==> config.mk <==
export PLATFORM = sky130hd
export DESIGN_NAME = memu_bus_flat
export DESIGN_NICKNAME = d
export VERILOG_FILES = /design/src/rtl/memu_bus_if.sv /design/src/rtl/memu_bus.sv /design/src/flat_wrapper.sv
export SDC_FILE = /design/constraint.sdc
export NUM_CORES = 1
export LEC_CHECK = 0
export ABC_CLOCK_PERIOD_IN_PS = 7350
export CAP_MARGIN = 10
export CORE_MARGIN = 3
export CORE_UTILIZATION = 49
export CTS_CLUSTER_DIAMETER = 30
export DETAILED_ROUTE_END_ITERATION = 12
export PLACE_DENSITY = 0.86
export SYNTH_ARGS = -nofsm -noshare
export SYNTH_HDL_FRONTEND = slang
export SYNTH_SLANG_ARGS = --single-unit
==> constraint.sdc <==
create_clock -name clk -period 7.35 [get_ports clk]
set_clock_uncertainty 0.2 [all_clocks]
set_input_delay 2.205 -clock clk [delete_from_list [all_inputs] [get_ports clk]]
set_output_delay 2.205 -clock clk [all_outputs]
set_load 0.05 [all_outputs]
==> src/rtl/memu_bus_if.sv <==
// memu_bus_if: req/gnt/rvalid data bus between the memory stage and memory.
interface memu_bus_if #(
    parameter int ADDR_W = 32
);
    logic              req;
    logic              we;
    logic [ADDR_W-1:0] addr;
    logic [3:0]        wstrb;
    logic [31:0]       wdata;
    logic              gnt;
    logic              rvalid;
    logic [31:0]       rdata;
    modport master (output req, we, addr, wstrb, wdata, input gnt, rvalid, rdata);
    modport slave  (input req, we, addr, wstrb, wdata, output gnt, rvalid, rdata);
endinterface

==> src/rtl/memu_bus.sv <==
// memu_bus: RV32I load/store stage over a variable-latency req/gnt/rvalid bus.
module memu_bus #(
    parameter int ADDR_W      = 32,
    parameter int TIMEOUT_CYC = 256
) (
    input  logic              clk,
    input  logic              rst,
    input  logic              exmem2mem_valid_i,
    input  logic              exmem2mem_wb_en_i,
    input  logic [6:0]        exmem2mem_opcode_i,
    input  logic [2:0]        exmem2mem_funct3_i,
    input  logic [4:0]        exmem2mem_rd_i,
    input  logic [31:0]       exmem2mem_mem_addr_i,
    input  logic [31:0]       exmem2mem_store_data_i,
    input  logic [31:0]       exmem2mem_alu_data_i,
    output logic              mem2ex_stall_o,
    memu_bus_if.master        bus,
    output logic              mem2regs_wb_en_o,
    output logic [4:0]        mem2regs_rd_o,
    output logic [31:0]       mem2regs_rd_data_o,
    output logic              mem_misalign_o,
    output logic              mem_bus_err_o
);
    typedef enum logic [1:0] {IDLE, REQ, RESP} state_t;
    localparam logic [31:0] TO_LAST = 32'(TIMEOUT_CYC - 1);
    state_t      state, state_d;
    logic        is_load, is_store, f3_ok, mem_op, misal, alu_op, accept, done, timeout;
    logic [31:0] cnt;
    logic [4:0]  cap_rd;
    logic [2:0]  cap_f3;
    logic [1:0]  cap_off;
    logic        cap_st;
    logic [7:0]  lb;
    logic [15:0] lh;
    logic [31:0] ld_data, wdata_fmt;
    logic [3:0]  wstrb_fmt;
    logic        wb_d, req_d, we_d, mis_d, err_d;
    logic [4:0]  rd_d;
    logic [31:0] rd_data_d, wdata_d;
    logic [ADDR_W-1:0] addr_d;
    logic [3:0]  wstrb_d;
    assign is_load  = exmem2mem_opcode_i == 7'b0000011;
    assign is_store = exmem2mem_opcode_i == 7'b0100011;
    // loads: 000,001,010,100,101; stores: 000,001,010; anything else is a NOP
    assign f3_ok    = is_load ? (exmem2mem_funct3_i != 3'b011 && exmem2mem_funct3_i[2:1] != 2'b11)
                              : (is_store && !exmem2mem_funct3_i[2] && exmem2mem_funct3_i[1:0] != 2'b11);
    assign mem_op   = exmem2mem_valid_i && f3_ok;
    assign misal    = (exmem2mem_funct3_i[0] && exmem2mem_mem_addr_i[0])
                   || (exmem2mem_funct3_i[1] && exmem2mem_mem_addr_i[1:0] != 2'b00);
    assign alu_op   = exmem2mem_valid_i && !is_load && !is_store;
    assign accept   = state == IDLE && mem_op && !misal;
    assign done     = (state == REQ && bus.gnt && cap_st) || (state == RESP && bus.rvalid);
    assign timeout  = TIMEOUT_CYC != 0 && state != IDLE && cnt == TO_LAST;
    assign mem2ex_stall_o = state != IDLE || accept;
    assign wstrb_fmt = !is_store ? 4'b0000
                     : exmem2mem_funct3_i[1:0] == 2'b00 ? 4'b0001 << exmem2mem_mem_addr_i[1:0]
                     : exmem2mem_funct3_i[1:0] == 2'b01 ? 4'b0011 << exmem2mem_mem_addr_i[1:0]
                     : 4'b1111;
    assign wdata_fmt = exmem2mem_funct3_i[1:0] == 2'b00 ? {4{exmem2mem_store_data_i[7:0]}}
                     : exmem2mem_funct3_i[1:0] == 2'b01 ? {2{exmem2mem_store_data_i[15:0]}}
                     : exmem2mem_store_data_i;
    assign lb      = bus.rdata[{cap_off, 3'b000} +: 8];
    assign lh      = cap_off[1] ? bus.rdata[31:16] : bus.rdata[15:0];
    assign ld_data = cap_f3[1:0] == 2'b00 ? {{24{lb[7] & ~cap_f3[2]}}, lb}
                   : cap_f3[1:0] == 2'b01 ? {{16{lh[15] & ~cap_f3[2]}}, lh}
                   : bus.rdata;
    always_ff @(posedge clk) begin
        if (rst) state <= IDLE;
        else     state <= state_d;
    end
    // a granted store completes; otherwise the timeout beats a simultaneous load grant
    always_comb begin
        state_d = state == IDLE ? (accept ? REQ : IDLE)
                : (done || timeout) ? IDLE
                : (state == REQ && bus.gnt) ? RESP
                : state;
    end
    always_comb begin
        wb_d      = state == IDLE ? (alu_op && exmem2mem_wb_en_i && exmem2mem_rd_i != 5'd0)
                                  : (state == RESP && bus.rvalid && cap_rd != 5'd0);
        rd_d      = (state == IDLE && alu_op) ? exmem2mem_rd_i
                  : (state == RESP && bus.rvalid) ? cap_rd : mem2regs_rd_o;
        rd_data_d = (state == IDLE && alu_op) ? exmem2mem_alu_data_i
                  : (state == RESP && bus.rvalid) ? ld_data : mem2regs_rd_data_o;
        req_d     = state_d == REQ;
        we_d      = accept ? is_store : bus.we;
        addr_d    = accept ? {exmem2mem_mem_addr_i[ADDR_W-1:2], 2'b00} : bus.addr;
        wstrb_d   = accept ? wstrb_fmt : bus.wstrb;
        wdata_d   = accept ? wdata_fmt : bus.wdata;
        mis_d     = state == IDLE && mem_op && misal;
        err_d     = timeout && !done;
    end
    always_ff @(posedge clk) begin
        if (rst) begin
            cnt                <= '0;
            cap_rd             <= '0;
            cap_f3             <= '0;
            cap_off            <= '0;
            cap_st             <= 1'b0;
            mem2regs_wb_en_o   <= 1'b0;
            mem2regs_rd_o      <= '0;
            mem2regs_rd_data_o <= '0;
            bus.req            <= 1'b0;
            bus.we             <= 1'b0;
            bus.addr           <= '0;
            bus.wstrb          <= '0;
            bus.wdata          <= '0;
            mem_misalign_o     <= 1'b0;
            mem_bus_err_o      <= 1'b0;
        end else begin
            cnt                <= state == IDLE ? '0 : cnt + 32'd1;
            if (accept) begin
                cap_rd  <= exmem2mem_rd_i;
                cap_f3  <= exmem2mem_funct3_i;
                cap_off <= exmem2mem_mem_addr_i[1:0];
                cap_st  <= is_store;
            end
            mem2regs_wb_en_o   <= wb_d;
            mem2regs_rd_o      <= rd_d;
            mem2regs_rd_data_o <= rd_data_d;
            bus.req            <= req_d;
            bus.we             <= we_d;
            bus.addr           <= addr_d;
            bus.wstrb          <= wstrb_d;
            bus.wdata          <= wdata_d;
            mem_misalign_o     <= mis_d;
            mem_bus_err_o      <= err_d;
        end
    end
endmodule
==> src/flat_wrapper.sv <==
// flat-port wrapper written by rule: the top's interface ports become plain ports
module memu_bus_flat 
#(
    parameter int ADDR_W      = 32,
    parameter int TIMEOUT_CYC = 256
)
  (clk, rst, exmem2mem_valid_i, exmem2mem_wb_en_i, exmem2mem_opcode_i, exmem2mem_funct3_i, exmem2mem_rd_i, exmem2mem_mem_addr_i, exmem2mem_store_data_i, exmem2mem_alu_data_i, mem2ex_stall_o, mem2regs_wb_en_o, mem2regs_rd_o, mem2regs_rd_data_o, mem_misalign_o, mem_bus_err_o, bus_req, bus_we, bus_addr, bus_wstrb, bus_wdata, bus_gnt, bus_rvalid, bus_rdata);
  memu_bus_if #(.ADDR_W(ADDR_W)) bus_i ();
  input  logic clk;
  input  logic rst;
  input  logic exmem2mem_valid_i;
  input  logic exmem2mem_wb_en_i;
  input  logic [6:0] exmem2mem_opcode_i;
  input  logic [2:0] exmem2mem_funct3_i;
  input  logic [4:0] exmem2mem_rd_i;
  input  logic [31:0] exmem2mem_mem_addr_i;
  input  logic [31:0] exmem2mem_store_data_i;
  input  logic [31:0] exmem2mem_alu_data_i;
  output logic mem2ex_stall_o;
  output logic mem2regs_wb_en_o;
  output logic [4:0] mem2regs_rd_o;
  output logic [31:0] mem2regs_rd_data_o;
  output logic mem_misalign_o;
  output logic mem_bus_err_o;
  output wire logic [$bits(bus_i.req)-1:0] bus_req;
  output wire logic [$bits(bus_i.we)-1:0] bus_we;
  output wire logic [$bits(bus_i.addr)-1:0] bus_addr;
  output wire logic [$bits(bus_i.wstrb)-1:0] bus_wstrb;
  output wire logic [$bits(bus_i.wdata)-1:0] bus_wdata;
  input wire logic [$bits(bus_i.gnt)-1:0] bus_gnt;
  input wire logic [$bits(bus_i.rvalid)-1:0] bus_rvalid;
  input wire logic [$bits(bus_i.rdata)-1:0] bus_rdata;
  assign bus_req = bus_i.req;
  assign bus_we = bus_i.we;
  assign bus_addr = bus_i.addr;
  assign bus_wstrb = bus_i.wstrb;
  assign bus_wdata = bus_i.wdata;
  assign bus_i.gnt = bus_gnt;
  assign bus_i.rvalid = bus_rvalid;
  assign bus_i.rdata = bus_rdata;
  memu_bus #(.ADDR_W(ADDR_W), .TIMEOUT_CYC(TIMEOUT_CYC)) u_core (.clk(clk), .rst(rst), .exmem2mem_valid_i(exmem2mem_valid_i), .exmem2mem_wb_en_i(exmem2mem_wb_en_i), .exmem2mem_opcode_i(exmem2mem_opcode_i), .exmem2mem_funct3_i(exmem2mem_funct3_i), .exmem2mem_rd_i(exmem2mem_rd_i), .exmem2mem_mem_addr_i(exmem2mem_mem_addr_i), .exmem2mem_store_data_i(exmem2mem_store_data_i), .exmem2mem_alu_data_i(exmem2mem_alu_data_i), .mem2ex_stall_o(mem2ex_stall_o), .bus(bus_i), .mem2regs_wb_en_o(mem2regs_wb_en_o), .mem2regs_rd_o(mem2regs_rd_o), .mem2regs_rd_data_o(mem2regs_rd_data_o), .mem_misalign_o(mem_misalign_o), .mem_bus_err_o(mem_bus_err_o));
endmodule
=== Word-level counts from Yosys, hierarchy flattened ===
Index checks and enable logic that the tools add are counted.

* Register bits after elaboration: 152
* Output and inout port bits: 111
* Word-level logic and storage cells: 89

* Add/sub/neg operators: 1
* Eq/ne operators: 11
* Shift operators: 3
* Muxes and demuxes: 18
* Bitwise logic cells: 3
* Reductions and logical operators: 38

{| class="wikitable"
|+ Operators with widths
! kind !! count
|-
| $mux W32 || 6
|-
| $add A32 B1 Y32 const B || 1
|-
| $eq A32 B8 Y1 const B || 1
|-
| $shiftx A32 B6 Y8 || 1
|-
| $logic_and A1 B1 Y1 || 20
|-
| $mux W16 || 1
|-
| $mux W4 || 3
|-
| $mux W5 || 2
|-
| $reduce_bool A5 Y1 || 2
|-
| $eq A2 B1 Y1 const B || 4
|-
| $eq A7 B2 Y1 const B || 1
|-
| $eq A7 B6 Y1 const B || 1
|-
| $logic_not A2 Y1 || 3
|-
| $mux W2 || 3
|-
| $reduce_bool A2 Y1 || 3
|-
| $logic_not A1 Y1 || 5
|-
| $logic_or A1 B1 Y1 || 4
|-
| $ne A2 B2 Y1 const B || 2
|-
| $shl A1 B2 Y4 const A || 1
|-
| $shl A2 B2 Y4 const A || 1
|-
| $mux W1 || 3
|-
| $ne A3 B2 Y1 const B || 1
|-
| $and A1 B1 Y1 || 2
|-
| $eq A2 B2 Y1 const B || 1
|-
| other kinds (2) || 2
|}

=== Logic depth before layout (Yosys ltp) ===
Gate-level depths: netlist of run 1.

* Depth after elaboration: 10
* Mapped depth: 8
* Depth with buffers taken out: 6

=== Least setup slack after synthesis of run 1 ===
OpenSTA, ideal clock, no wires.

* Path kind: in2out
* From: in exmem2mem_mem_addr_i[0]
* To: out mem2ex_stall_o
* Arrival: 3.381 ns
* Data required time: 4.945 ns
* Path slack: 1.564 ns
* Stages: 7
* Cell sequence: inv_1 -> ha_1 -> nand2b_1 -> and4_1 -> buf_2 -> nand2_1 -> nand2_1

* Word-level cells in the longest chain between the ends: 6

{| class="wikitable"
|+ Ends and longest elaborated chain
! what !! RTL line !! RTL
|-
| start, declared || flat_wrapper.sv:16 || <nowiki>input logic [31:0] exmem2mem_mem_addr_i;</nowiki>
|-
| $reduce_bool A2 Y1 || memu_bus.sv:49 || <nowiki>|| (exmem2mem_funct3_i[1] && exmem2mem_mem_addr_i[1:0] != 2'b00);</nowiki>
|-
| $logic_and A1 B1 Y1 || memu_bus.sv:49 ||
|-
| $logic_or A1 B1 Y1 (*) || memu_bus.sv:49 ||
|-
| $logic_not A1 Y1 (*) || memu_bus.sv:51 || <nowiki>assign accept = state == IDLE && mem_op && !misal;</nowiki>
|-
| $logic_and A1 B1 Y1 (*) || memu_bus.sv:51 ||
|-
| $logic_or A1 B1 Y1 (*) || memu_bus.sv:54 || <nowiki>assign mem2ex_stall_o = state != IDLE || accept;</nowiki>
|-
| end, declared || flat_wrapper.sv:19 || <nowiki>output logic mem2ex_stall_o;</nowiki>
|}

Mark *: on every way between the ends. The rest lies on a longest branch, timed or not.

=== Worst setup path in the final report of run 1 ===
* From: in exmem2mem_mem_addr_i[1]
* To: out mem2ex_stall_o

* Word-level cells in the longest chain between the ends: 6

{| class="wikitable"
|+ Ends and longest elaborated chain
! what !! RTL line
|-
| $reduce_bool A2 Y1 || memu_bus.sv:49
|-
| $logic_and A1 B1 Y1 || memu_bus.sv:49
|-
| $logic_or A1 B1 Y1 || memu_bus.sv:49
|-
| $logic_not A1 Y1 || memu_bus.sv:51
|-
| $logic_and A1 B1 Y1 || memu_bus.sv:51
|-
| $logic_or A1 B1 Y1 || memu_bus.sv:54
|}

No other way between the ends.

==> results.md, run 1 <==
- For this run, the number of standard cells in the final layout without fillers is 1279.
- In this run the worst setup path terminates at mem2ex_stall_o.
- Averaged over all synthesized cells, the footprint is 8.35 um2.
- The flow ran to the end, and the final reports show no timing, DRC or antenna violations.
- In the final timing run, aggregate negative setup slack is 0 ns.
- Setup repair after global routing left no endpoint under its margin.
- The post-synthesis compound-gate area fraction is 28.0%.
- Across the whole layout, storage elements account for 3040 um2.
- The sink count of the clock tree is 152.
- The synthesized netlist devotes 0.955% of its cell area to XOR and XNOR gates.
- STA puts the critical path data required time at 4.95 ns.
- The first global-routing pass estimated 38400 um of wire.
- By startpoint and endpoint, the worst setup path is classified as in -> out.
- Of all nets on the critical path, the largest fanout is 8.
- Synthesis produced a netlist whose cell count is 879.
- The power density over cell area is 187 nW/um2.
- After synthesis, the share of cell area in mux cells is 5.59%.
- In the final layout, the share of cells above drive strength 1 is 6.03%.
- The number of clock buffers added by TritonCTS is 17.
- The worst register-to-register path begins at u_core.state[0].
- The minimum setup slack among reg-to-reg paths is 4.62 ns.
- The floorplan step defined a core boundary enclosing 14600 um2.
- By area, the combinational part of the netlist is dominated by compound AO/OA/AOI/OAI gates.
- Overall power consumption after layout is estimated at 0.00196 W.
- The top cell types in the final layout, fill and taps aside, are sky130_fd_sc_hd__clkdlybuf4s50_1, sky130_fd_sc_hd__dfxtp_1, sky130_fd_sc_hd__o21ai_0.
- After detailed routing, the average wire length per cell comes to 19.6 um.
- The number of fill cells in the layout is 1095.
- The residual overflow from global routing is 0.
- The path class of the tightest hold or removal check is reg -> reg.
- The CTS tree is built.
- Summing all multi-input logic gate instances after layout gives 3920 um2.
- The cell total after placement is 1250.
- The number of hold violations in the final report is 0.
- During synthesis, Yosys emitted a total of 0 warnings.
- At the end of routability-driven placement, the weighted congestion stood at 0.875.
- The clock transition at the register clock pins on the worst setup and hold paths after CTS is 0.06 ns.
- Measured in cells, the most critical reg-to-reg path has a length of 6.
- After detailed routing, the number of remaining DRC violations is 0.
- In this run the remaining antenna-violating nets after routing total 0.
- The top cell type by area accounts for 41.5% of the synthesized area.
- The number of slew-limit violations in the final report is 0.
- The area of the mapped netlist is 7340 um2.
- The routed wire length is 25100 um.
- The maximum level of the CTS H-tree is 4.
- The share of the yosys chip area belonging to registers is 41.5%.
- The worst flop-to-flop path endpoint is u_core.bus.wdata[13].
- The floorplan step defined a die boundary enclosing 16500 um2.
- The row count is 44.
- Headroom to the max-slew limit came out at 20.2%.
- Setup violations remaining at the end of the flow were counted as 0.
- The data arrival time of the worst path is 3.97 ns.
- Across the run, the number of max-cap violations was 0.
- The buffers inserted during post-CTS setup optimization is 0.
- The starting density of the core is 50.3%.
- After Yosys synthesis, full adders, half adders and majority gates account for 0.853% of the synthesized area.
- The worst path in the final design needs a cycle of 6.38 ns, including I/O delays and setup.
- CTS placed an instance of sky130_fd_sc_hd__clkbuf_16 at the clock tree root.
- The count of buffers added on input and output ports is 257.
- In this run the vertical extent of the chip is 128 um.
- The clock latency on the worst-skew pair is 0.42 ns.
- In the routed layout, each cell is associated on average with a via count of 6.14.
- VDD sags by at most 0.152 mV.
- Of all cell types, the one taking the most synthesized area is sky130_fd_sc_hd__dfxtp_1.
- The final critical path takes up 86.8% of the cycle.
- The reported leakage power is 3.36 nW.
- Hold repair after CTS inserted 0 buffers.
- The most critical setup path has its startpoint at exmem2mem_mem_addr_i[1].
- The number of top-level design ports is 260.
- The area growth from synthesis to layout is 42.8%.
- The largest net degree at the start of global routing is 73.
- The maximum buffer depth of the clock tree is 2.
- The final net count is 1239.
- The sum of net half-perimeters after detailed placement is 16900 um.
- The prevailing post-synth register cell is sky130_fd_sc_hd__dfxtp_1.
- The number of antenna violations at the first check in global routing is 1.
- After Yosys synthesis, and, or, nand and nor cells account for 17.7% of the synthesized area.
- The aggregate global-route resource usage is 29.0%.
- At the pin with the least slew margin, the transition time is 1.19 ns.
- From left edge to right edge, the die measures 128 um.
- The via count of the first global-routing pass is 7378.
- The routed via count is 7855.
- After synthesis, the cell types taking the most area are sky130_fd_sc_hd__dfxtp_1, sky130_fd_sc_hd__o21ai_0, sky130_fd_sc_hd__a21oi_1.
- The proportion of register bits with asynchronous set or reset after synthesis is 0%.
- The library cell used most frequently in the layout, excluding fill and tap cells, is sky130_fd_sc_hd__clkdlybuf4s50_1.
- For this run, the detailed router's first-pass iteration total came to 6.
- The number of unique standard cell types used by synthesis is 61.
- STA classifies the critical path endpoint as an output pin.
- The count of routing violations after the opening detailed-route iteration is 876.
- Once the clock tree was built, the resizer swapped 0 gates to a different size.
- The synthesized flop and latch total is 152.
- The repair_antennas step left the layout with diodes totalling 0.
- Timing would allow up to 157 MHz.
- The count of flip-flops with a built-in enable after synthesis is 0.
- The worst setup path is launched from an input port.
[how the worst min path moves through the flow]
stage / start / endpoint / slack (ns) / cells after the start
final: u_core.cnt[0] / u_core.cnt[0] / 0.27 / 1
after global routing: u_core.bus.addr[2] / u_core.bus.addr[2] / 0.29 / 2
after CTS: u_core.cnt[0] / u_core.cnt[0] / 0.27 / 1
after detailed placement: u_core.cnt[0] / u_core.cnt[0] / 0.26 / 1
after global placement: u_core.cnt[0] / u_core.cnt[0] / 0.24 / 1
after floorplan: u_core.cnt[0] / u_core.cnt[0] / 0.23 / 1
[where the power goes]
| part | switching [W] | internal [W] | leakage [nW] |
|---|---|---|---|
| registers | 0.00000628 | 0.000837 | 1.23 |
| logic | 0.000141 | 0.000120 | 1.85 |
| clock network | 0.000338 | 0.000519 | 0.277 |
| total | 0.000484 | 0.00148 | 3.36 |
[cells by family (layout without fill, tap and decap cells)]
logic type,after synthesis,after routing
xor+xnor,8,8
fa+ha+maj,5,5
compound gates,333,333
mux,31,31
simple gates,255,255
buf+inv,94,309
other cells,1,2
flops,152,152
[cells in the mapped netlist (9+ instances only)]
library cell	instances
sky130_fd_sc_hd__a221oi_1	26
sky130_fd_sc_hd__buf_1	9
sky130_fd_sc_hd__a21oi_1	103
sky130_fd_sc_hd__or3_1	13
sky130_fd_sc_hd__or4_1	10
sky130_fd_sc_hd__nor4_1	13
sky130_fd_sc_hd__buf_2	13
sky130_fd_sc_hd__clkbuf_1	56
sky130_fd_sc_hd__a211oi_1	9
sky130_fd_sc_hd__nor3_1	10
sky130_fd_sc_hd__mux2i_1	23
sky130_fd_sc_hd__o22ai_1	9
sky130_fd_sc_hd__dfxtp_1	152
sky130_fd_sc_hd__o21ai_0	114
sky130_fd_sc_hd__a311oi_1	14
sky130_fd_sc_hd__nand3_1	65
sky130_fd_sc_hd__nand2_1	92
sky130_fd_sc_hd__nor2_1	21
[layout make-up]
class | count | share of cell area [%]
multi-input combinational | 634 | 37.4
clock inverter | 8 | 0.944
sequential | 152 | 29.1
timing repair buffer | 270 | 25.6
tap | 184 | 2.20
clock buffer | 21 | 4.49
inverter | 10 | 0.358
[per-layer routing]
layer	part of all wire (%)	global-route usage (%)	vias to the layer above
li1	-	-	3701
met3	10	11.2	61
met4	3.2	10.2	2
met2	48	46.8	384
met1	39	35.6	3707
met5	0.052	0	-
[critical path, stage by stage]
cell and delay (ns):
sky130_fd_sc_hd__clkdlybuf4s50_1 0.57, sky130_fd_sc_hd__inv_1 0.09, sky130_fd_sc_hd__ha_1 0.20, sky130_fd_sc_hd__nand2b_1 0.17
sky130_fd_sc_hd__and4_2 0.20, sky130_fd_sc_hd__nand2_1 0.22, sky130_fd_sc_hd__nand2_1 0.14, sky130_fd_sc_hd__buf_12 0.17
[per-stage QoR]
stage / util (%) / setup slack, ns / hold WS (ns) / area [um2]
3_3_place_gp: 67.9 / 1.05 / 0.243 / 9900
3_5_place_dp: 67.9 / 0.999 / 0.257 / 9900
2_1_floorplan: - / 1.56 / 0.229 / 7340
6_report: 71.8 / 0.973 / 0.269 / 10500
5_1_grt: 71.8 / 0.843 / 0.287 / 10500
4_1_cts: 71.8 / 0.985 / 0.271 / 10500
[sequential cells by signal, summed over array words and instances, names as in the netlist, 3 cells and up]
signal	cells
u_core.mem2regs_rd_data_o	32
u_core.cap_f3	3
u_core.bus.wdata	32
u_core.mem2regs_rd_o	5
u_core.cap_rd	5
u_core.cnt	32
u_core.bus.addr	30
u_core.bus.wstrb	4
(Power assumes the default switching activity.)
==> inputs of run 2 (changes only) <==
--- a/config.mk
+++ b/config.mk
@@ -7,7 +7,7 @@
 export LEC_CHECK = 0
 export ABC_CLOCK_PERIOD_IN_PS = 7350
 export CAP_MARGIN = 10
-export CORE_MARGIN = 3
+export CORE_MARGIN = 5
 export CORE_UTILIZATION = 49
 export CTS_CLUSTER_DIAMETER = 30
 export DETAILED_ROUTE_END_ITERATION = 12
==> run 2 against run 1 <==
Compared with the run above:
- clock power up 6.4%
- setup slack worse by 0.012 ns
- cell area up 0.44%
- flip-flop and latch count unchanged
- maximum frequency down 0.19%
- via count up 1.1%
- clock-buffer cell count down 3
- non-clock buffer count unchanged
- register-to-register slack better by 0.02 ns
- global-route usage down 1.1 points
- highest routed layer unchanged
==> results.md, run 2 (same netlist as run 1, synthesis figures left out) <==
- The count of routing violations after the opening detailed-route iteration is 727.
- The wire length on met1 is 9880 um.
- The die extent in y is 132 um.
- The share of layout cells above drive strength 1 is 6.38%.
- The clock latency on the worst-skew pair is 0.42 ns.
- After detailed placement, the total cell area comes to 9900 um2.
- The CTS buffer count is 17.
- The number of iterations in the first detailed-routing pass is 5.
- In this run the clock root is driven by a sky130_fd_sc_hd__clkbuf_16.
- The detailed route wirelength on metal2 is 12300 um.
- The tightest hold path in the finished design has a slack of 0.273 ns.
- The routed via count is 7943.
- The CTS tree is built.
- Measured on the finished design, the core utilization comes to 72.1%.
- The top metal layer carrying routed signals is met5.
- The critical path goes through clkdlybuf4s50_1 > inv_1 > ha_1 > nand2b_1 > and4_2 > nand2_1 > nand2_1 > buf_12.
- The library cell used most frequently in the layout, excluding fill and tap cells, is sky130_fd_sc_hd__clkdlybuf4s50_1.
- At the worst endpoint, the required time is 4.95 ns.
- Using the TritonRoute via totals, the vias-per-cell ratio works out to 6.20.
- Pin placement for this block handled 260 I/O pins.
- The worst path uses 86.9% of the clock period.
- The core outline area is 14600 um2.
- Global routing consumed, over all layers together, 27.9% of the routing resources.
- The reported leakage power is 3.39 nW.
- The nature of the critical path startpoint is an input port.
- The final net count is 1239.
- Once layout is done, the placed cells without fillers occupy 10500 um2.
- The longest clock path from root to sink contains 2 buffers.
- The residual overflow from global routing is 0.
- The number of hold violations in the final report is 0.
- In this run the remaining antenna-violating nets after routing total 0.
- The largest registers in the layout are u_core.bus.wdata: 32 flops, u_core.cnt: 32 flops, u_core.mem2regs_rd_data_o: 32 flops.
- The congestion estimate from routability-driven global placement came to 0.885.
- The slowest stage cell on the critical path is sky130_fd_sc_hd__clkdlybuf4s50_1.
- The power density over cell area is 192 nW/um2.
- Fill cells in the final layout number 1100.
- The worst slew margin relative to its limit is 20.8%.
- The post-cts sizing count is 0.
- The H-tree was split into 4 levels.
- The die boundary width is 132 um.
- The number of hold-repair buffers added at the cts stage is 0.
- The count of input and output buffers is 257.
- The die footprint is 17500 um2.
- The final sum of negative setup slack is 0 ns.
- The worst setup path is captured at an output pin.
- The top fanout value on the critical path is 8.
- The via count of the first global-routing pass is 7527.
- The flow ran to the end, and the final reports show no timing, DRC or antenna violations.
- The worst hold path class is reg -> reg.
- The routed design uses 2680 um of met3 wire.
- The delay of the slowest critical-path stage is 0.57 ns.
- The largest net degree at the start of global routing is 73.
- The smallest clock period supported by the final layout is computed as 6.39 ns.
- The final-report setup violation count is 0.
- The global-route wire length before repair is 40400 um.
- Setup repair after global routing left no endpoint under its margin.
- The row count is 44.
- The average wire length per cell after detail routing is 19.9 um.
- The repair_antennas step left the layout with diodes totalling 0.
- The number of setup buffers added after CTS is 0.
- The post-route DRC violation count is 0.
- The tree built by TritonCTS fans out to 152 sinks.
- The sum of net half-perimeters after detailed placement is 17200 um.
- The total area of multi-input combinational cells is 3920 um2.
- At the pin with the least slew margin, the transition time is 1.18 ns.
- The starting density of the core is 50.3%.
- The number of slew-limit violations in the final report came to 0.
- The highest clock frequency the design can meet is 157 MHz.
- Compared with the post-synthesis result, the final layout area differs by 43.4%.
- Registers take 3040 um2.
- The clock transition at the register clock pins on the worst setup and hold paths after CTS is 0.06 ns.
- The routed wire length is 25600 um.
- The top cell types in the final layout, fill and taps aside, are sky130_fd_sc_hd__clkdlybuf4s50_1, sky130_fd_sc_hd__dfxtp_1, sky130_fd_sc_hd__o21ai_0.
- The data arrival time of the worst path is 3.98 ns.
- The max-capacitance violation count is 0.
- The critical path class is in -> out.
- The worst-case IR drop observed on VDD is 0.162 mV.
- The most numerous cell on the critical path is sky130_fd_sc_hd__nand2_1.
- The number of antenna violations at the first check in global routing is 1.
[run 2: cell count changes in the layout (fill, tap and decap cells not counted)]
| cell | change |
|---|---|
| sky130_fd_sc_hd__inv_8 | +2 |
| sky130_fd_sc_hd__clkinvlp_4 | -1 |
| sky130_fd_sc_hd__clkbuf_8 | -2 |
| sky130_fd_sc_hd__clkbuf_1 | -1 |
| sky130_fd_sc_hd__inv_6 | +7 |
| sky130_fd_sc_hd__clkinv_2 | -3 |
| sky130_fd_sc_hd__clkinv_8 | +1 |
[run 2: per-layer routing]
layer	global-route usage (%)	vias up
met5	0	-
met1	34.0	3758
met2	44.9	394
met4	9.90	2
met3	11.1	56
li1	-	3733
[run 2: area by class of cell]
cell class,count,area share [%]
repair buffers,270,25.5
multi-input cells,634,37.2
flip-flops and latches,152,28.9
clock buffers,18,4.17
inverters,10,0.357
clock inverters,14,1.68
well taps,184,2.19
[run 2: final timing paths]
| check | startpoint | end | slack (ns) | cells after the start |
|---|---|---|---|---|
| max | exmem2mem_mem_addr_i[0] | mem2ex_stall_o | 0.96 | 8 |
| min | u_core.bus.wdata[24] | u_core.bus.wdata[24] | 0.27 | 2 |
| max reg2reg | u_core.state[1] | u_core.bus.wdata[10] | 4.64 | 6 |
| min reg2reg | u_core.bus.wdata[24] | u_core.bus.wdata[24] | 0.27 | 2 |
[run 2: critical path, delay by kind of cell]
kind	cells	cell delay (ns)
buffers and inverters	3	0.83
AND/OR/NAND/NOR	4	0.73
adder cells (fa/ha/maj)	1	0.21
[run 2: power by group]
part	leakage, nW	internal, W	switching [W]
clock network	0.300	0.000525	0.000387
registers	1.23	0.000837	0.00000639
logic	1.85	0.000120	0.000141
[run 2: stage by stage]
step	worst slack [ns]	total power, W	instances
floorplan	1.56	0.000982	880
global placement	1.02	0.00112	1250
detailed placement	0.968	0.00112	1250
CTS	0.967	0.00202	1282
global route	0.818	0.00207	1282
finish	0.961	0.00202	1282
